**src/rtl/iomem_dbg_bridge.sv**
```systemverilog
// iomem_dbg_bridge: turns a debug command byte stream into 32-bit iomem
// bus transactions and returns the response as a byte stream.
//   'W' a3 a2 a1 a0 d3 d2 d1 d0 -> write, reply 'K'
//   'R' a3 a2 a1 a0             -> read, reply rdata MSB first
//   other first byte            -> reply '?'
//   bus timeout                 -> reply 'T'
module iomem_dbg_bridge #(
    parameter int TIMEOUT = 255
) (
    input  logic        clk,
    input  logic        resetn,
    input  logic [7:0]  rx_data,
    input  logic        rx_valid,
    output logic        rx_ready,
    output logic [7:0]  tx_data,
    output logic        tx_valid,
    input  logic        tx_ready,
    output logic        iomem_valid,
    input  logic        iomem_ready,
    output logic [3:0]  iomem_wstrb,
    output logic [31:0] iomem_addr,
    output logic [31:0] iomem_wdata,
    input  logic [31:0] iomem_rdata,
    output logic        err_overrun,
    output logic        busy
);

    // Counter only ever reaches TIMEOUT-1 before it is cleared, so it never wraps.
    localparam int                WAIT_W    = $clog2(TIMEOUT + 1);
    localparam logic [WAIT_W-1:0] WAIT_LAST = WAIT_W'(TIMEOUT - 1);

    localparam logic [7:0] CMD_WRITE   = 8'h57;
    localparam logic [7:0] CMD_READ    = 8'h52;
    localparam logic [7:0] RSP_OK      = 8'h4B;
    localparam logic [7:0] RSP_TIMEOUT = 8'h54;
    localparam logic [7:0] RSP_UNKNOWN = 8'h3F;

    typedef enum logic [2:0] {
        S_IDLE,
        S_ADDR,
        S_DATA,
        S_BUS,
        S_RESP
    } state_t;

    state_t            state_reg;
    state_t            state_next;
    logic              op_write_reg;
    logic [1:0]        byte_cnt_reg;
    logic [31:0]       addr_reg;
    logic [31:0]       wdata_reg;
    logic [31:0]       resp_word_reg;
    logic [1:0]        resp_left_reg;
    logic [WAIT_W-1:0] wait_cnt_reg;
    logic              overrun_reg;

    logic rx_fire;
    logic tx_fire;
    logic bus_done;
    logic bus_timeout;

    assign rx_fire     = rx_valid && rx_ready;
    assign tx_fire     = (state_reg == S_RESP) && tx_ready;
    // Ready wins over the timeout when both land on the same edge.
    assign bus_done    = (state_reg == S_BUS) && iomem_ready;
    assign bus_timeout = (state_reg == S_BUS) && !iomem_ready && (wait_cnt_reg == WAIT_LAST);

    // State register; reset abandons any transaction at once.
    always_ff @(posedge clk or negedge resetn) begin
        if (!resetn) begin
            state_reg <= S_IDLE;
        end else begin
            state_reg <= state_next;
        end
    end

    // Next-state decode from accepted bytes, bus completion and tx handshakes.
    always_comb begin
        state_next = state_reg;
        case (state_reg)
            S_IDLE: begin
                if (rx_fire) begin
                    if (rx_data == CMD_WRITE || rx_data == CMD_READ) begin
                        state_next = S_ADDR;
                    end else begin
                        state_next = S_RESP;
                    end
                end
            end
            S_ADDR: begin
                if (rx_fire && byte_cnt_reg == 2'd3) begin
                    state_next = op_write_reg ? S_DATA : S_BUS;
                end
            end
            S_DATA: begin
                if (rx_fire && byte_cnt_reg == 2'd3) begin
                    state_next = S_BUS;
                end
            end
            S_BUS: begin
                if (bus_done || bus_timeout) begin
                    state_next = S_RESP;
                end
            end
            S_RESP: begin
                if (tx_fire && resp_left_reg == 2'd0) begin
                    state_next = S_IDLE;
                end
            end
            default: state_next = S_IDLE;
        endcase
    end

    // Outputs decoded from the current state; the bus request is the BUS state itself.
    always_comb begin
        rx_ready    = 1'b0;
        tx_valid    = 1'b0;
        iomem_valid = 1'b0;
        busy        = 1'b1;
        case (state_reg)
            S_IDLE: begin
                rx_ready = 1'b1;
                busy     = 1'b0;
            end
            S_ADDR, S_DATA: rx_ready    = 1'b1;
            S_BUS:          iomem_valid = 1'b1;
            S_RESP:         tx_valid    = 1'b1;
            default:        busy        = 1'b1;
        endcase
        tx_data     = tx_valid ? resp_word_reg[31:24] : 8'h00;
        iomem_wstrb = (iomem_valid && op_write_reg) ? 4'hF : 4'h0;
    end

    assign iomem_addr  = addr_reg;
    assign iomem_wdata = wdata_reg;
    assign err_overrun = overrun_reg;

    // Datapath: command capture, wait counting, response staging and overrun flag.
    always_ff @(posedge clk or negedge resetn) begin
        if (!resetn) begin
            op_write_reg  <= 1'b0;
            byte_cnt_reg  <= 2'd0;
            addr_reg      <= 32'h0;
            wdata_reg     <= 32'h0;
            resp_word_reg <= 32'h0;
            resp_left_reg <= 2'd0;
            wait_cnt_reg  <= '0;
            overrun_reg   <= 1'b0;
        end else begin
            if (rx_valid && !rx_ready) begin
                overrun_reg <= 1'b1;
            end
            case (state_reg)
                S_IDLE: begin
                    byte_cnt_reg <= 2'd0;
                    wait_cnt_reg <= '0;
                    if (rx_fire) begin
                        op_write_reg  <= (rx_data == CMD_WRITE);
                        resp_word_reg <= {RSP_UNKNOWN, 24'h0};
                        resp_left_reg <= 2'd0;
                    end
                end
                S_ADDR: begin
                    if (rx_fire) begin
                        addr_reg     <= {addr_reg[23:0], rx_data};
                        byte_cnt_reg <= byte_cnt_reg + 2'd1;
                    end
                end
                S_DATA: begin
                    if (rx_fire) begin
                        wdata_reg    <= {wdata_reg[23:0], rx_data};
                        byte_cnt_reg <= byte_cnt_reg + 2'd1;
                    end
                end
                S_BUS: begin
                    if (bus_done) begin
                        wait_cnt_reg <= '0;
                        if (op_write_reg) begin
                            resp_word_reg <= {RSP_OK, 24'h0};
                            resp_left_reg <= 2'd0;
                        end else begin
                            resp_word_reg <= iomem_rdata;
                            resp_left_reg <= 2'd3;
                        end
                    end else if (bus_timeout) begin
                        wait_cnt_reg  <= '0;
                        resp_word_reg <= {RSP_TIMEOUT, 24'h0};
                        resp_left_reg <= 2'd0;
                    end else begin
                        wait_cnt_reg <= wait_cnt_reg + 1'b1;
                    end
                end
                S_RESP: begin
                    if (tx_fire && resp_left_reg != 2'd0) begin
                        resp_word_reg <= resp_word_reg << 8;
                        resp_left_reg <= resp_left_reg - 2'd1;
                    end
                end
                default: byte_cnt_reg <= 2'd0;
            endcase
        end
    end

endmodule

```
**config.mk**
```make
export PLATFORM = sky130hd
export DESIGN_NAME = iomem_dbg_bridge
export DESIGN_NICKNAME = d
export VERILOG_FILES = /design/src/rtl/iomem_dbg_bridge.sv
export SDC_FILE = /design/constraint.sdc
export NUM_CORES = 1
export LEC_CHECK = 0
export BUFFER_PORTS_ARGS = -buffer_cell sky130_fd_sc_hd__buf_2
export CAP_MARGIN = 20
export CORE_UTILIZATION = 55
export DETAILED_ROUTE_END_ITERATION = 7
export GPL_TIMING_DRIVEN = 0
export PLACE_DENSITY_LB_ADDON = 0.15
export SLEW_MARGIN = 40
export SYNTH_ARGS = -nofsm -noshare
export SYNTH_HDL_FRONTEND = slang
export SYNTH_SLANG_ARGS = --single-unit
```
**constraint.sdc**
```tcl
create_clock -name clk -period 4.7 [get_ports clk]
set_clock_uncertainty 0.1 [all_clocks]
set_input_delay 0.47 -clock clk [delete_from_list [all_inputs] [get_ports clk]]
set_output_delay 0.47 -clock clk [all_outputs]
set_load 0.005 [all_outputs]
```
### After elaboration in Yosys (flattened, before gate mapping)

Cells that the tools add are included.

| storage, ports and cells | value |
|---|---|
| output and inout port bits | 81 |
| register bits | 113 |
| bits of input ports | 45 |

| cells by class | value |
|---|---|
| add/subtract/negate cells | 3 |
| eq/ne operators | 16 |
| reduce and logical (&&, ||, !) cells | 28 |
| bitwise logic cells | 1 |
| mux-type cells | 31 |

Operators with widths:

| operator | number |
|---|---|
| two-way mux 32 bit | 5 |
| case mux 32 bit (3 select lines) | 1 |
| two-way mux 8 bit | 3 |
| two-way mux 3 bit | 6 |
| == test 8 x 7 -> 1 bit (second input constant) | 2 |
| case mux 8 bit (2 select lines) | 1 |
| case mux 3 bit (5 select lines) | 1 |
| two-way mux 2 bit | 6 |
| logical AND 1 bit | 10 |
| adder 8 x 1 -> 8 bit (second input constant) | 1 |
| == test 8 bit (second input constant) | 1 |
| inequality test 2 x 1 -> 1 bit (second input constant) | 4 |
| AND reduction 2 bit | 4 |
| == test 3 x 2 -> 1 bit (second input constant) | 2 |
| inequality test 2 bit (second input constant) | 3 |
| case mux 2 bit (3 select lines) | 1 |
| two-way mux 1 bit | 5 |
| AND reduction 5 bit | 1 |
| two-way mux 4 bit | 1 |
| case mux 2 bit (2 select lines) | 1 |
| AND reduction 4 bit | 1 |
| nonzero test 2 bit | 2 |
| OR reduction 2 bit | 2 |
| == test 3 x 1 -> 1 bit (second input constant) | 1 |
| other kinds (12) | 14 |

### Depth between registers and ports, before layout

| logic depth | value |
|---|---|
| word-level depth | 7 |
| gate-level depth with buffers | 7 |

### Least setup slack after synthesis

Ideal clock, no wire load.

| timing | value |
|---|---|
| path kind | input to register |
| start point | in rx_valid |
| end point | reg resp_word_reg[12] |
| data required time | 4.475 ns |
| arrival time | 1.781 ns |
| library setup time | 0.125 ns |
| stages | 6 |
| slack | 2.694 ns |
| cell sequence | buf_2 or4b_1 nand2_1 o21ai_2 buf_6 mux2_4 |

| between the ends | value |
|---|---|
| cells in the longest elaborated chain, start to end | 3 |

Ends and longest elaborated chain:

| item | line | RTL |
|---|---|---|
| start, declared | 13 | `input logic rx_valid,` |
| logical AND 1 bit | 62 | `assign rx_fire = rx_valid && rx_ready;` |
| inequality test 2 bit (no source line) | - |  |
| AND reduction 4 bit (no source line) | - |  |
| end signal, assigned | 159 | `resp_word_reg <= {RSP_UNKNOWN, 24'h0};` |
| end signal, assigned | 179 | `resp_word_reg <= {RSP_OK, 24'h0};` |
| end signal, assigned | 182 | `resp_word_reg <= iomem_rdata;` |
| end, declared | 52 | `logic [31:0] resp_word_reg;` |

Every way passes these cells.
A chain may end at the register's enable or synchronous reset.

### Worst setup path after layout

| timing | value |
|---|---|
| start point | reg state_reg[2] |
| end point | out tx_data[1] |

| between the ends | value |
|---|---|
| cells in the longest elaborated chain, start to end | 3 |

Ends and longest elaborated chain:

| item | line | RTL |
|---|---|---|
| start, declared | 46 | `state_t state_reg;` |
| start signal, assigned | 73 | `state_reg <= state_next;` |
| == test 3 bit | 120 | `case (state_reg)` |
| two-way mux 1 bit | 120 |  |
| two-way mux 8 bit | 130 | `tx_data = tx_valid ? resp_word_reg[31:24] : 8'h00;` |
| end, declared | 15 | `output logic [7:0] tx_data,` |

Every way passes these cells.

==> summary.txt <==
CTS
  • CTS clk-pin slew, worst paths: 0.06 ns
  • Clk_lat worst skew: 0.51 ns
  • Root buf cell: clkbuf_8
  • Clock buffer depth: 2
  • Htree depth: 4
  • TritonCTS clock tree: yes
  • CTS buffer count: 17
  • TritonCTS Sinks: 113
  • Setup Fix Bufs, Post-CTS: 0

Power
  • Seq pwr share: 0.381
  • Leakage: about 3.4 nW
  • P_sw: 0.743 mW
  • Internal: between 1.5 and 2 mW
  • PwrDens: about 430 nW/um^2
  • Comb pwr share: 0.180
  • Tot Pwr: between 2 and 3 mW
  • Worst IR drop on VDD: around 0.3 mV
  • Clock power share: 0.439
  • Net Sw Frac: 0.272

Worst setup path
  • Critical Path, Cell by Cell: buf_2, or3b_1, inv_2, clkbuf_1, and2_1, buf_2
  • Crit path DAT: 2.30 ns
  • WP data required: slightly above 4 ns
  • Worst Setup Path Type: reg -> out
  • Crit-path max cell delay: 0.43 ns
  • Crit start category: flop
  • Critical Path End Type: primary output
  • Critical R2R Launch: state_reg[0]$_DFFE_PN0P_
  • Worst setup path startpoint: state_reg[2]$_DFFE_PN0P_
  • CP delay by family, top: buffers and inverters
  • CP Buf/Inv Count: 4
  • CP most frequent cell: buf_2
  • Slowest CP cell: or3b_1
  • Critical-path maximum fanout: 10

Cells and area
  • Share of cells above drive strength 1: 0.463
  • Layout Nets: 570
  • Final Instance Area: 6360 um^2
  • Fillers: a little over 600
  • Seq. cell area: 2830 um^2
  • Area growth from synthesis to layout: 27.1%
  • Antenna cell count: 0
  • Area occupied by multi-input gates: 2000 um^2

Synthesis
  • Mean post-synth cell area: around 13 um^2
  • Post-Syn Area: 5010 um^2
  • Top FF cell, synth: dfrtp_1
  • Post-synth EDFFs: 0
  • #FFs+latches synth: 113
  • Largest cells by area after synthesis: dfrtp_1 (56%), mux2_2 (12%), mux2_4 (5.4%)
  • Sequential share of the synthesized area: 0.565
  • Syn_nets: 425
  • Top-area cell type share of the netlist area: 0.565
  • Post-Syn Instances: ~380
  • Post-synth top area cell: dfrtp_1
  • Async set or reset register ratio after synthesis: 1.00
  • Warnings from Yosys: 0
  • Netlist cell types: 50

Floorplanning
  • Die ar.: around 9500 um^2
  • Ports: 126
  • Die Ht: 97.4 um
  • Die Wd: 97.4 um
  • Core box area: a little under 9000 um^2
  • # rows: 34
  • Initial Util: 0.571

Routing
  • Avg WL per Cell: 16.2 um
  • Vias per Instance: 5.50
  • Starting DRT DRC Count: 161
  • Routed Antenna Nets: 0
  • DR pass1 iterations: 4
  • Via count: 3533
  • Total wire length: 10.4 mm
  • DRC violation count after routing: 0

Run status
  • Run status: complete, no violations

STA
  • RSZ-0062 raised after global routing: no
  • Final worst path period share: 0.612
  • Slew @ Worst Pin: 0.644 ns
  • Final hold violation count: 0
  • Final Critical Period: roughly 2.9 ns
  • Max Slew Vio Count: 0
  • Post-route setup TNS: 0 ns
  • # setup viols final: 0
  • Max Clk Rate: 348 MHz
  • Slew HR: 0.567

Min path
  • HP Class: in -> reg
  • Hold wc startpoint: iomem_rdata[0]

Global routing
  • Grt total ovfl: 0
  • Initial antenna violation count: 0
  • Total Routing Usage GR: 0.240
  • Vias in the first global route: 3517
  • First-pass GRT wire length: 17.8 mm
  • Largest net degree at the start of global routing: 73

Placement
  • Placed cell areas: 5790 um^2
  • Placer congestion estimate: 0.740
  • HPWL Detailed: 7.34 mm
  • Buffers added on ports: 124

Flow run
  • Max Cap Viol: 0
==> cells by family after synthesis <==
group	after synthesis	share of synthesized area
fa+ha+maj	5	0.0120
simple gates	60	0.0672
compound gates	67	0.0972
flops	113	0.565
mux	90	0.215
buf+inv	36	0.0352
xor+xnor	5	0.00875
==> synth_stat cells, types with 2 or more instances <==
library cell	instances
mux2i_1	4
dfrtp_1	113
xnor2_1	3
buf_4	4
or4b_1	2
or3_1	3
o22ai_1	4
xor2_1	2
nor2_1	19
buf_2	9
mux2_2	54
a22oi_1	3
nor3_1	4
buf_1	3
a22o_1	25
inv_2	2
mux2_1	14
o2bb2ai_1	3
nand4b_1	2
ha_1	4
o211ai_1	2
nand3_1	4
inv_1	9
and2_1	7
nand2_1	4
o21ai_0	12
a32oi_1	2
buf_6	2
nor2b_1	5
clkbuf_1	7
mux2_4	18
a21oi_1	9
==> routing by layer <==
layer	part of all wire	routed length (um)	vias to the layer above	global-route usage
li1	-	-	1650	-
met3	0.043	452	11	0.0748
met2	0.48	5040	97	0.373
met4	0.0089	93	0	0.0814
met5	0	0	-	0
met1	0.46	4840	1775	0.321
==> timing repair <==
action                                 in CTS  in global routing
endpoints found under the hold margin      71                  0
hold buffers                                1                  0
gates resized for setup                     0                  0
==> final cells by class <==
cell class,instances,area share
clock buffers,19,0.0663
flip-flops and latches,113,0.444
repair buffers,126,0.104
well taps,108,0.0212
inverters,11,0.00649
clock inverters,13,0.0218
plain buffers,25,0.0212
multi-input cells,227,0.315
==> worst register-to-register path, stage by stage, from the launching register on <==
cell and delay [ns]:
dfrtp_1 0.45, buf_2 0.25, nand2b_1 0.09, nor3_1 0.51, buf_2 0.38, mux2_2 0.38
==> power by group through the flow <==
stage               Sequential [mW]  Clock, mW  Combinational [mW]
finish                         1.04       1.20               0.491
global route                   1.04       1.27               0.542
CTS                            1.04       1.22               0.495
detailed placement             1.06          0               0.491
global placement               1.06          0               0.480
floorplan                      1.05          0               0.335
==> metrics by stage <==
stage / cells / util / hold WS [ns] / worst slack, ns
global placement: 608 / 0.658 / 0.354 / 1.74
floorplan: 376 / - / 0.0744 / 2.69
global route: 642 / 0.726 / 0.0477 / 1.66
CTS: 642 / 0.726 / 0.0633 / 1.81
detailed placement: 609 / 0.661 / 0.371 / 2.37
finish: 642 / 0.726 / 0.0770 / 1.83
==> layout by cell type, fill, tap and decap left out, types with 3 or more instances in the layout <==
master / instances
mux2_2: 54
or3_1: 3
nor3_1: 4
nor2b_1: 5
mux2i_1: 4
clkbuf_16: 16
nand3_1: 4
buf_4: 4
clkinv_2: 3
clkbuf_1: 9
ha_1: 4
buf_1: 3
nand2_1: 4
o21ai_0: 12
o2bb2ai_1: 3
nor2_1: 19
dfrtp_1: 113
clkinvlp_4: 5
inv_1: 9
buf_2: 132
a22o_1: 25
and2_1: 7
a22oi_1: 3
a21oi_1: 9
o22ai_1: 4
xnor2_1: 3
mux2_1: 14
mux2_4: 18
==> worst paths after layout <==
check	endpoint	slack [ns]	depth (start not counted)
min	resp_word_reg[0]$_DFFE_PN0P_	0.08	2
max in group asynchronous	iomem_addr[17]$_DFFE_PN0P_	3.48	3
min reg2reg	err_overrun$_DFFE_PN0P_	0.38	1
max reg2reg	iomem_addr[11]$_DFFE_PN0P_	2.43	5
min in group asynchronous	wait_cnt_reg[5]$_DFFE_PN0P_	0.41	2
max	tx_data[1]	1.83	6
(Power assumes the default switching activity.)
